File: config.mk
export PLATFORM = sky130hd
export DESIGN_NAME = branch_pred_queue
export DESIGN_NICKNAME = d
export VERILOG_FILES = /design/src/rtl/branch_pred_queue.sv
export SDC_FILE = /design/constraint.sdc
export NUM_CORES = 1
export LEC_CHECK = 0
export ABC_AREA = 0
export BUFFER_PORTS_ARGS = -buffer_cell sky130_fd_sc_hd__buf_2
export CELL_PAD_IN_SITES_DETAIL_PLACEMENT = 2
export CELL_PAD_IN_SITES_GLOBAL_PLACEMENT = 2
export CORE_MARGIN = 2
export CORE_UTILIZATION = 37
export CTS_CLUSTER_DIAMETER = 60
export DETAILED_ROUTE_END_ITERATION = 10
export PLACE_DENSITY = 0.76
export SYNTH_ARGS = -nofsm -noshare
export SYNTH_HDL_FRONTEND = slang
export SYNTH_SLANG_ARGS = --single-unit
export TNS_END_PERCENT = 30
File: constraint.sdc
create_clock -name clk -period 3.4 [get_ports clk]
set_input_delay 0.17 -clock clk [delete_from_list [all_inputs] [get_ports clk]]
set_output_delay 0.17 -clock clk [all_outputs]
set_load 0.005 [all_outputs]
File: src/rtl/branch_pred_queue.sv
// In-order queue of BHT-predicted branches; resolves the oldest, issues BHT update and redirect.
// Latency: update/mispredict pulses appear 1 cycle after the resolving edge.
// Backpressure: push_ready drops when full or during the single RECOVER cycle after a squash/flush.
module branch_pred_queue #(
    parameter int DEPTH = 4,
    parameter int IDX_W = 5,
    parameter int PC_W  = 32
) (
    input  logic                         clk,
    input  logic                         rst_n,
    input  logic                         push_valid,
    input  logic [IDX_W-1:0]             push_idx,
    input  logic                         push_pred,
    input  logic [PC_W-1:0]              push_pc,
    output logic                         push_ready,
    input  logic                         resolve_valid,
    input  logic                         resolve_taken,
    input  logic [PC_W-1:0]              resolve_target,
    input  logic                         flush,
    output logic                         upd_valid,
    output logic [IDX_W-1:0]             upd_addr,
    output logic                         upd_taken,
    output logic                         mispredict,
    output logic [PC_W-1:0]              redirect_pc,
    output logic [$clog2(DEPTH+1)-1:0]   count,
    output logic                         underflow_err
);

    localparam int PTR_W = $clog2(DEPTH);
    localparam int CNT_W = $clog2(DEPTH+1);

    typedef struct packed {
        logic [IDX_W-1:0] idx;
        logic             pred;
        logic [PC_W-1:0]  pc;
    } entry_t;

    typedef enum logic {NORMAL, RECOVER} state_t;

    state_t             state, state_nxt;
    entry_t             mem [DEPTH];
    logic [PTR_W-1:0]   rd_ptr, wr_ptr;
    entry_t             head;
    logic               do_pop, do_push, mis, empty_resolve;

    always_comb begin
        push_ready    = 1'b0;
        do_pop        = 1'b0;
        mis           = 1'b0;
        do_push       = 1'b0;
        empty_resolve = 1'b0;
        state_nxt     = NORMAL;
        head          = mem[rd_ptr];

        if (state == NORMAL)
            push_ready = (count != CNT_W'(DEPTH));

        if (!flush) begin
            do_pop        = resolve_valid && (count != '0);
            empty_resolve = resolve_valid && (count == '0);
            mis           = do_pop && (head.pred != resolve_taken);
            // A mispredict squashes everything younger, including a same-cycle push
            do_push       = push_valid && push_ready && !mis;
        end

        if (flush || mis)
            state_nxt = RECOVER;
    end

    always_ff @(posedge clk or negedge rst_n) begin
        if (!rst_n)
            state <= NORMAL;
        else
            state <= state_nxt;
    end

    // Storage carries no reset; validity is tracked by the pointers and count
    always_ff @(posedge clk) begin
        if (do_push)
            mem[wr_ptr] <= '{idx: push_idx, pred: push_pred, pc: push_pc};
    end

    always_ff @(posedge clk or negedge rst_n) begin
        if (!rst_n) begin
            rd_ptr <= '0;
            wr_ptr <= '0;
            count  <= '0;
        end else if (flush) begin
            wr_ptr <= rd_ptr;
            count  <= '0;
        end else if (mis) begin
            rd_ptr <= rd_ptr + PTR_W'(1);
            wr_ptr <= rd_ptr + PTR_W'(1);
            count  <= '0;
        end else begin
            if (do_pop)
                rd_ptr <= rd_ptr + PTR_W'(1);
            if (do_push)
                wr_ptr <= wr_ptr + PTR_W'(1);
            if (do_push && !do_pop)
                count <= count + CNT_W'(1);
            else if (do_pop && !do_push)
                count <= count - CNT_W'(1);
        end
    end

    always_ff @(posedge clk or negedge rst_n) begin
        if (!rst_n) begin
            upd_valid     <= 1'b0;
            upd_addr      <= '0;
            upd_taken     <= 1'b0;
            mispredict    <= 1'b0;
            redirect_pc   <= '0;
            underflow_err <= 1'b0;
        end else begin
            upd_valid  <= do_pop;
            mispredict <= mis;
            if (do_pop) begin
                upd_addr  <= head.idx;
                upd_taken <= resolve_taken;
            end
            if (mis)
                redirect_pc <= resolve_taken ? resolve_target : head.pc + PC_W'(4);
            if (empty_resolve)
                underflow_err <= 1'b1;
        end
    end

endmodule

==> results of run 1 <==
cells in the mapped netlist (all sizes together) (10+ instances only):
cell	count	area, um^2
inv	10	37.5
dfrtp	49	1230
nor3	11	70.1
xor2	15	131
clkbuf	10	51.3
a21oi	24	120
o21ai	30	150
edfxtp	152	4560
nor2	27	101
xnor2	16	140
buf	15	114
and3	18	113
nand2	30	115
nand3	12	72.6
mux4	38	901
registers in the layout, indices dropped and copies added, names as in the netlist:
name           cells
mispredict         1
count              3
wr_ptr             2
mem              152
upd_addr           5
redirect_pc       32
underflow_err      1
rd_ptr             2
upd_taken          1
upd_valid          1
state              1
cell type report:
| type | count | share of cell area |
|---|---|---|
| flip-flops and latches | 201 | 0.538 |
| multi-input cells | 278 | 0.229 |
| well taps | 285 | 0.0331 |
| repair buffers | 186 | 0.121 |
| clock buffers | 34 | 0.0631 |
| clock inverters | 10 | 0.0124 |
| inverters | 10 | 0.00349 |
worst min-delay path, cell delays in order:
cell and delay [ns]:
buf_2 0.10, a21oi_1 0.07, o21ai_0 0.13
power groups by stage:
| stage | logic [uW] | registers [uW] | clock network [uW] |
|---|---|---|---|
| after floorplan | 1610 | 3250 | 0 |
| after global placement | 2370 | 3250 | 0 |
| after detailed placement | 2470 | 3290 | 0 |
| after CTS | 2550 | 3250 | 2680 |
| after global routing | 2750 | 3290 | 2760 |
| final | 2500 | 3240 | 2620 |
kinds of logic after synthesis:
group,Yosys count,synth area share
AOI/OAI and AO/OA,70,0.0456
and+or+nand+nor,123,0.0846
buffers and inverters,35,0.0240
xor gates and xnor gates,31,0.0321
muxes,47,0.118
adders and majority gates,7,0.0112
DFF,201,0.685
layer usage:
metal | global-route usage | up-vias | wire length [um]
li1 | - | 2358 | -
met1 | 0.254 | 2686 | 9670
met2 | 0.344 | 119 | 11900
met3 | 0.0284 | 28 | 901
met4 | 0.0476 | 0 | 439
met5 | 0 | - | 0
repair_timing:
action,4_1_cts,5_1_grt
resized for setup,0,0
hold endpoints to repair,218,0
hold buffers,56,0
worst paths after layout:
check                      slack (ns)                    endpoint  cells past startpoint                 startpoint
hold reg to reg                  0.46   underflow_err$_DFFE_PN0P_                      1  underflow_err$_DFFE_PN0P_
max in group asynchronous        2.58       rd_ptr[0]$_DFFE_PN0P_                      3                      rst_n
min in group asynchronous        0.33   underflow_err$_DFFE_PN0P_                      3                      rst_n
hold / removal                   0.01  redirect_pc[4]$_DFFE_PN0P_                      3          resolve_target[4]
setup reg to reg                 0.51        count[2]$_DFFE_PN0P_                     10      rd_ptr[0]$_DFFE_PN0P_
setup / recovery                 0.51        count[2]$_DFFE_PN0P_                     10      rd_ptr[0]$_DFFE_PN0P_
stage by stage:
stage | cell area (um^2) | setup WS [ns] | hold WS, ns
final | 10800 | 0.505 | 0.0144
after global routing | 10800 | 0.315 | 0.0106
after CTS | 10800 | 0.511 | 0.000450
after detailed placement | 9400 | 0.520 | 0.343
after global placement | 9400 | 0.636 | 0.323
after floorplan | 8460 | 0.0709 | -0.126
==> metrics.txt, run 1 <==
run status=finished clean; multi-input logic area=2470 um^2; worst hold path class=input pin to register; CP Class=register to register; RePlAce Congestion=0.724; clock sink count=201; commonest non-fill, non-tap cell in the layout=edfxtp_1; register share of total power=0.388; clk root buf=clkbuf_16; max-cap violation count=0; top_reg_cell synth=edfxtp_1; largest net degree at the start of global routing=50; delay-heaviest family, CP=adder cells; port bufs=120; via count=5191; core area=22600 um^2; CTS tree=done; Clock Skews=0.0111 ns; Slew Limit Fails=0; Cell Int Power=5740 uW; Mapped Nets=597; Fmax=345 MHz; P&R area growth vs syn=27.3%; fill count=2135; row count=55; CTS buffer count=24; clock buffer depth=3; crit path buf inv count=0; P_leak=0.00411 uW; Seq. cell area=5790 um^2; Seq/Total Area, Yosys=0.685; HPWL after detailed placement=15.3 mm; PwrDens=777 nW/um^2; Post-synth EDFFs=152; CP endpoint kind=register; minimum clock period=2.89 ns; initial antenna violation count=0; Final Hold Viols=0; setup bufs post-CTS=0; Sw Share=0.314; Die ar.=24100 um^2; CP peak stage delay=0.59 ns; Syn Inst Count=514; Total GRT Usage=0.194; RSZ-0062 raised after global routing=false; fin nets=784; vias in the first global route=5906; Initial DRC Count=233; peak supply drop=0.000449 V; Post-route DRC=0; placed insts=904; most frequent cells in the layout=edfxtp_1 (152), buf_2 (120), dlygate4sd3_1 (56); Vias/cell=5.17; total negative slack=0 ns; Setup crit start kind=register; ys async rst share=0.244; Worst-Skew Late Latency=0.51 ns; crit-path max FO=9; Tightest Pin Transition=0.915 ns; initial core utilization=0.375; logic gate share of total power=0.299; die width=155 um; I/O pin cnt=121; share of layout cells above drive strength 1=0.303; NetSw=2630 uW; Diodes inserted=0; drt pass-1 iters=4; clock power share=0.313; syn avg cell area=16.5 um^2; final design utilization=0.477; Worst Path Required=3.79 ns; flops & latches, synth=201; post-route clock period utilization=0.851; Setup-failing EPs final=0; final non-filler cell total=1004; post-route ant nets=0; first-pass GRT wire length=35.7 mm; worst path cell trace=mux4_2 > xnor2_1 > a31o_2 > nor2_1 > ha_1 > fa_1 > xnor2_1 > nor2_1 > xnor2_1 > nor2_1; total chip power=8360 uW; YS warnings=0; DRT Wirelength=22.9 mm; Clk pin slew, worst setup/hold paths=0.06 ns; slowest stage cell on the critical path=mux4_2; routed len/inst=22.8 um; Die Y=155 um; grt ovf=0; synth unique cells=53; Post-Syn Area=8460 um^2; Max-slew headroom=0.389; Arrival @ worst endpoint=3.28 ns; htree depth=1
Note: power is estimated with default switching activity, not from simulation.
==> run 2: changes to the inputs <==
Settings changed: CORE_ASPECT_RATIO set to 1.25.
Clock period 3.4 ns to 2.5 ns, I/O delays scaled along.
==> run 2 against run 1 <==
Effect of this change: clock skew is 0.015 ns higher; critical path type unchanged; die area hardly changed; clock power is 18% higher; largest cell class unchanged; core utilization is 2.9 points higher; combinational power is 69% higher; the run now ends with negative setup slack left; cell count is 5.5% higher; final area is 5.2% higher.
==> metrics.txt, run 2 (synthesized netlist as in run 1, its figures left out) <==
run status=finished with violations; failing checks=negative setup slack; Post-route DRC=0 (unchanged); CP Class=register to register; Vias/cell=5.22 (+1.0%); Clock Skews=0.0258 ns (+0.0146 ns); Worst Path Required=2.89 ns (-0.90 ns); core area=22400 um^2 (-0.93%); Fmax=388 MHz (+12%); first-pass GRT wire length=39.0 mm (+9.3%); peak supply drop=0.000517 V (+15%); worst path cell trace=buf_12 > buf_12 > mux4_2 > ha_4 > nand2_4 > or4_4 > buf_12 > nor2_4 > mux2i_2 > nand3_1; CP most frequent cell=buf_12; Initial DRC Count=334 (+43%); initial core utilization=0.378 (+0.00350); I/O pin cnt=121 (unchanged); minimum clock period=2.58 ns (-0.317 ns); DRT Wirelength=25.9 mm (+13%); CP peak stage delay=0.56 ns (-0.03 ns); clk root buf=clkbuf_16; P_leak=0.00437 uW (+6.3%); Slew Limit Fails=0 (unchanged); clock sink count=201 (unchanged); final hold slack=0.0135 ns (-0.000916 ns); CP endpoint kind=register; most frequent cells in the layout=edfxtp_1 (152), buf_2 (120), dlygate4sd3_1 (72); CTS buffer count=21 (-13%); max-cap violation count=0 (unchanged); post-route clock period utilization=1.03 (+0.180); die width=139 um (-10%); initial antenna violation count=1 (+1); worst hold path class=input pin to register; Die Y=173 um (+12%); Worst-Skew Late Latency=0.52 ns (about the same); vias in the first global route=6278 (+6.3%); Die ar.=24100 um^2 (about the same); Max-slew headroom=0.563 (+0.174); drt pass-1 iters=4 (unchanged); RePlAce Congestion=0.781 (+7.9%); port bufs=120 (unchanged); slowest stage cell on the critical path=or4_4; commonest non-fill, non-tap cell in the layout=edfxtp_1; CTS tree=done; Final Hold Viols=0 (unchanged); P&R area growth vs syn=33.9%; fin nets=843 (+7.5%); largest net degree at the start of global routing=40 (-20%); crit-path max FO=8 (-1); PwrDens=1040 nW/um^2 (+34%); clock buffer depth=3 (unchanged); Arrival @ worst endpoint=2.97 ns (-0.31 ns); Setup crit start kind=register; share of layout cells above drive strength 1=0.372 (+0.0684); final non-filler cell total=1059 (+5.5%); HPWL after detailed placement=16.1 mm (+5.3%); htree depth=1 (unchanged); post-route ant nets=0 (unchanged); placed insts=938 (+3.8%); Largest regs=mem (152), redirect_pc (32), upd_addr (5); RSZ-0062 raised after global routing=true; fill count=2069 (-3.1%); Total GRT Usage=0.210 (+0.0154); Setup-failing EPs final=8 (+8); PnR worst setup slack=-0.0782 ns (-0.583 ns); Tightest Pin Transition=0.653 ns (-0.262 ns); Clk pin slew, worst setup/hold paths=0.06 ns (about the same); max reg flops=152 (unchanged); routed len/inst=24.5 um (+7.3%); largest reg by FF count=mem; row count=61 (+11%); placed cell areas=9740 um^2 (+3.6%); via count=5530 (+6.5%); grt ovf=0 (unchanged); Final Cell Area=11300 um^2 (+5.2%)
run 2: cell types whose count changed in the layout (fill, tap and decap cells not counted), moves of 4 or more:
cell,before,now
buf_4,5,42
dlygate4sd3_1,56,72
mux4_1,12,3
mux4_2,26,35
buf_12,5,12
and2_2,4,0
and2_4,0,4
nor2_1,27,23
run 2: layout make-up:
class,instances,area (um^2),area share
antenna,1,2.50,0.000221
clock buffer,28,582,0.0514
clock inverter,10,88.8,0.00784
inverter,10,37.5,0.00331
multi-input combinational,278,2560,0.226
sequential,201,5790,0.511
tap,283,354,0.0313
timing repair buffer,248,1910,0.169
run 2: path summary, 6_finish.rpt:
| path | startpoint | endpoint | slack, ns | cells after the start |
|---|---|---|---|---|
| hold reg to reg | redirect_pc[12]$_DFFE_PN0P_ | redirect_pc[12]$_DFFE_PN0P_ | 0.48 | 2 |
| min in group asynchronous | rst_n | count[0]$_DFFE_PN0P_ | 0.18 | 2 |
| hold / removal | resolve_target[11] | redirect_pc[11]$_DFFE_PN0P_ | 0.01 | 4 |
| setup reg to reg | rd_ptr[0]$_DFFE_PN0P_ | redirect_pc[26]$_DFFE_PN0P_ | -0.08 | 10 |
| max in group asynchronous | rst_n | redirect_pc[2]$_DFFE_PN0P_ | 1.52 | 3 |
| setup / recovery | rd_ptr[0]$_DFFE_PN0P_ | redirect_pc[26]$_DFFE_PN0P_ | -0.08 | 10 |
run 2: routing by layer:
layer	track usage	vias to the layer above	routed length, um	part of all wire
met1	0.267	2867	11000	0.42
met3	0.0330	34	1130	0.044
li1	-	2469	-	-
met4	0.0614	0	496	0.019
met2	0.371	160	13300	0.51
met5	0	-	0	0
run 2: report_power, final:
| group | switching [uW] | internal, uW |
|---|---|---|
| clock | 1350 | 1750 |
| sequential | 310 | 4120 |
| combinational | 2190 | 2020 |
run 2: what timing repair did:
action,CTS,global route
hold endpoints to repair,208,0
buffers inserted,1,8
pin swaps,5,6
gates cloned,0,1
resized for setup,6,28
hold buffers,72,0
endpoints found under the setup margin,9,89
run 2: per-stage QoR:
| stage | setup TNS [ns] | utilization | total power [uW] | setup slack [ns] |
|---|---|---|---|---|
| finish | -0.338 | 0.507 | 11700 | -0.0782 |
| global route | -3.85 | 0.507 | 12300 | -0.164 |
| CTS | -0.0786 | 0.499 | 11500 | -0.0665 |
| detailed placement | -0.113 | 0.435 | 8170 | -0.0887 |
| global placement | 0 | 0.435 | 7960 | 0.0286 |
| floorplan | -23.79 | - | 6640 | -0.293 |
run 2: worst max-delay path: cells and delay by family, from the launching register on:
| kind | cells | cell delay [ns] |
|---|---|---|
| mux | 2 | 0.62 |
| simple gates | 4 | 0.81 |
| flops | 1 | 0.43 |
| buf+inv | 3 | 0.44 |
| fa+ha+maj | 1 | 0.16 |
==> run 3: changes to the inputs <==
Settings changed: CORE_MARGIN 2 to 4, SKIP_CTS_REPAIR_TIMING set to 1.
==> run 3 against run 2 <==
Effect of this change: the run ends with negative hold slack, negative setup slack left; cell count decreased by 2.0%; via count shrank 2.3%; critical endpoint is now count[2]$_DFFE_PN0P_; global-route usage decreased by 2.2 points; largest power group unchanged; final area fell by 1.8%; first-iteration DRC count is 21% lower; non-clock buffer count is 16 lower; core utilization down 0.90 points.
==> metrics.txt, run 3 (synthesized netlist as in run 1, its figures left out) <==
worst path cell trace=mux4_2 > xnor2_2 > a31o_4 > nor2_4 > ha_4 > fa_2 > xnor2_2 > nor2_2 > xnor2_1 > nor2_1; Arrival @ worst endpoint=2.91 ns (-0.06 ns); Largest regs=mem (152), redirect_pc (32), upd_addr (5); Max-slew headroom=0.662 (+0.0986); fin nets=827 (-1.9%); multi-input logic area=2590 um^2 (+1.2%); placed cell areas=9750 um^2 (+0.15%); Clk pin slew, worst setup/hold paths=0.06 ns (about the same); final hold slack=-0.0367 ns (-0.0502 ns); Post-route DRC=0 (unchanged); Seq. cell area=5790 um^2 (unchanged); slowest stage cell on the critical path=mux4_2; RePlAce Congestion=0.815 (+4.3%); CP endpoint kind=register; share of layout cells above drive strength 1=0.372 (+0.000573); CTS tree=done; CP Class=register to register; Vias/cell=5.20 (-0.34%); core area=22400 um^2 (unchanged); FF-to-FF End=count[2]$_DFFE_PN0P_; Worst-Skew Late Latency=0.49 ns (-0.03 ns); htree depth=1 (unchanged); Worst Path Required=2.88 ns (about the same); Die Y=177 um (+2.3%); Tightest Pin Transition=0.507 ns (-0.146 ns); die width=143 um (+2.9%); Setup-failing EPs final=2 (-6); Setup crit start kind=register; Final Cell Area=11100 um^2 (-1.8%); CP peak stage delay=0.59 ns (+0.03 ns); failing checks=negative hold slack, negative setup slack; RSZ-0062 raised after global routing=true; max reg flops=152 (unchanged); initial core utilization=0.378 (unchanged); drt pass-1 iters=4 (unchanged); post-route ant nets=0 (unchanged); run status=finished with violations; final design utilization=0.498 (-0.00901); hold depth=3 (-1); via count=5402 (-2.3%); PnR worst setup slack=-0.0353 ns (+0.0428 ns); peak supply drop=0.000486 V (-6.1%); P&R area growth vs syn=31.5%; total negative slack=-0.0365 ns (+0.302 ns); row count=61 (unchanged); initial antenna violation count=0 (-1); clock buffer depth=3 (unchanged); fill count=2095 (+1.3%); crit path buf inv count=0 (-3); Slew Limit Fails=0 (unchanged); Total GRT Usage=0.188 (-0.0222); delay-heaviest family, CP=multiplexers; Hold Path End=redirect_pc[12]$_DFFE_PN0P_; PwrDens=1050 nW/um^2 (+0.83%); Reg2Reg Depth=10 (unchanged); most frequent cells in the layout=edfxtp_1 (152), buf_2 (120), dlygate4sd3_1 (55); grt ovf=0 (unchanged); Final Hold Viols=6 (+6); dpl ws=-0.0996 ns (-0.0109 ns); port bufs=120 (unchanged); Initial DRC Count=264 (-21%); max-cap violation count=0 (unchanged); I/O pin cnt=121 (unchanged); P_leak=0.00430 uW (-1.4%); Die ar.=25400 um^2 (+5.3%); worst hold path class=input pin to register; HPWL after detailed placement=16.5 mm (+2.9%); crit-path max FO=3 (-5); minimum clock period=2.54 ns (-0.0428 ns); Diodes inserted=0 (-1); Reg2Reg Setup Slack=-0.04 ns (+0.04 ns); CP most frequent cell=xnor2_2; routed len/inst=24.7 um (+0.90%); CTS buffer count=21 (unchanged); clk root buf=clkbuf_16; reg-to-reg critical path startpoint=rd_ptr[0]$_DFFE_PN0P_; DRT Wirelength=25.7 mm (-1.1%); clock sink count=201 (unchanged); Worst Min Path Start=resolve_target[12]; largest net degree at the start of global routing=40 (unchanged); Fmax=394 MHz (+1.7%); largest reg by FF count=mem; vias in the first global route=5847 (-6.9%); commonest non-fill, non-tap cell in the layout=edfxtp_1; first-pass GRT wire length=36.2 mm (-7.0%); post-route clock period utilization=1.01 (-0.0171); Clock Skews=0.0156 ns (-0.0101 ns)
run 3: cell count changes in the layout (fill, tap and decap cells not counted), moves of 3 or more:
cell,previous run,this run
buf_4,42,47
clkbuf_8,3,0
buf_12,12,9
dlygate4sd3_1,72,55
run 3: final cells by class:
cell class | count | area share
clock inverters | 9 | 0.0107
well taps | 283 | 0.0318
multi-input cells | 278 | 0.233
inverters | 10 | 0.00337
flip-flops and latches | 201 | 0.521
repair buffers | 232 | 0.152
clock buffers | 25 | 0.0486
run 3: stage by stage:
step | total power (uW) | std cells | hold slack [ns]
2_1_floorplan | 6640 | 514 | -0.171
3_3_place_gp | 7920 | 940 | 0.123
3_5_place_dp | 8190 | 940 | 0.134
4_1_cts | 11400 | 974 | -0.395
5_1_grt | 12200 | 1038 | 0.00249
6_report | 11600 | 1038 | -0.0367
run 3: tightest hold or removal path, delay by kind of cell:
family | cells | cell delay (ns)
buffers and inverters | 1 | 0.08
AO/OA/AOI/OAI | 2 | 0.21
run 3: power breakdown:
part           switching (uW)  leakage (uW)  total (uW)  internal (uW)
Combinational            2200       0.00201        4120           1920
Sequential                303       0.00198        4420           4120
Clock                    1250      0.000315        3090           1840
Total                    3760       0.00430       11600           7870
run 3: layer usage:
metal  vias to the layer above  GRT usage  wire length [um]
li1                       2437          -                 -
met1                      2781      0.242             10900
met2                       143      0.325             13000
met3                        41     0.0338              1090
met4                         0     0.0530               696
met5                         -          0                 0
run 3: how the worst max path moves through the flow:
stage,to,start,cells past startpoint,slack (ns)
2_1_floorplan,count[2]$_DFFE_PN0P_,rd_ptr[0]$_DFFE_PN0P_,14,-0.29
3_3_place_gp,redirect_pc[20]$_DFFE_PN0P_,rd_ptr[0]$_DFFE_PN0P_,9,0.01
3_5_place_dp,count[2]$_DFFE_PN0P_,rd_ptr[0]$_DFFE_PN0P_,10,-0.1
4_1_cts,redirect_pc[20]$_DFFE_PN0P_,rd_ptr[0]$_DFFE_PN0P_,9,-0.17
5_1_grt,count[2]$_DFFE_PN0P_,rd_ptr[0]$_DFFE_PN0P_,10,-0.11
6_report,count[2]$_DFFE_PN0P_,rd_ptr[0]$_DFFE_PN0P_,10,-0.04
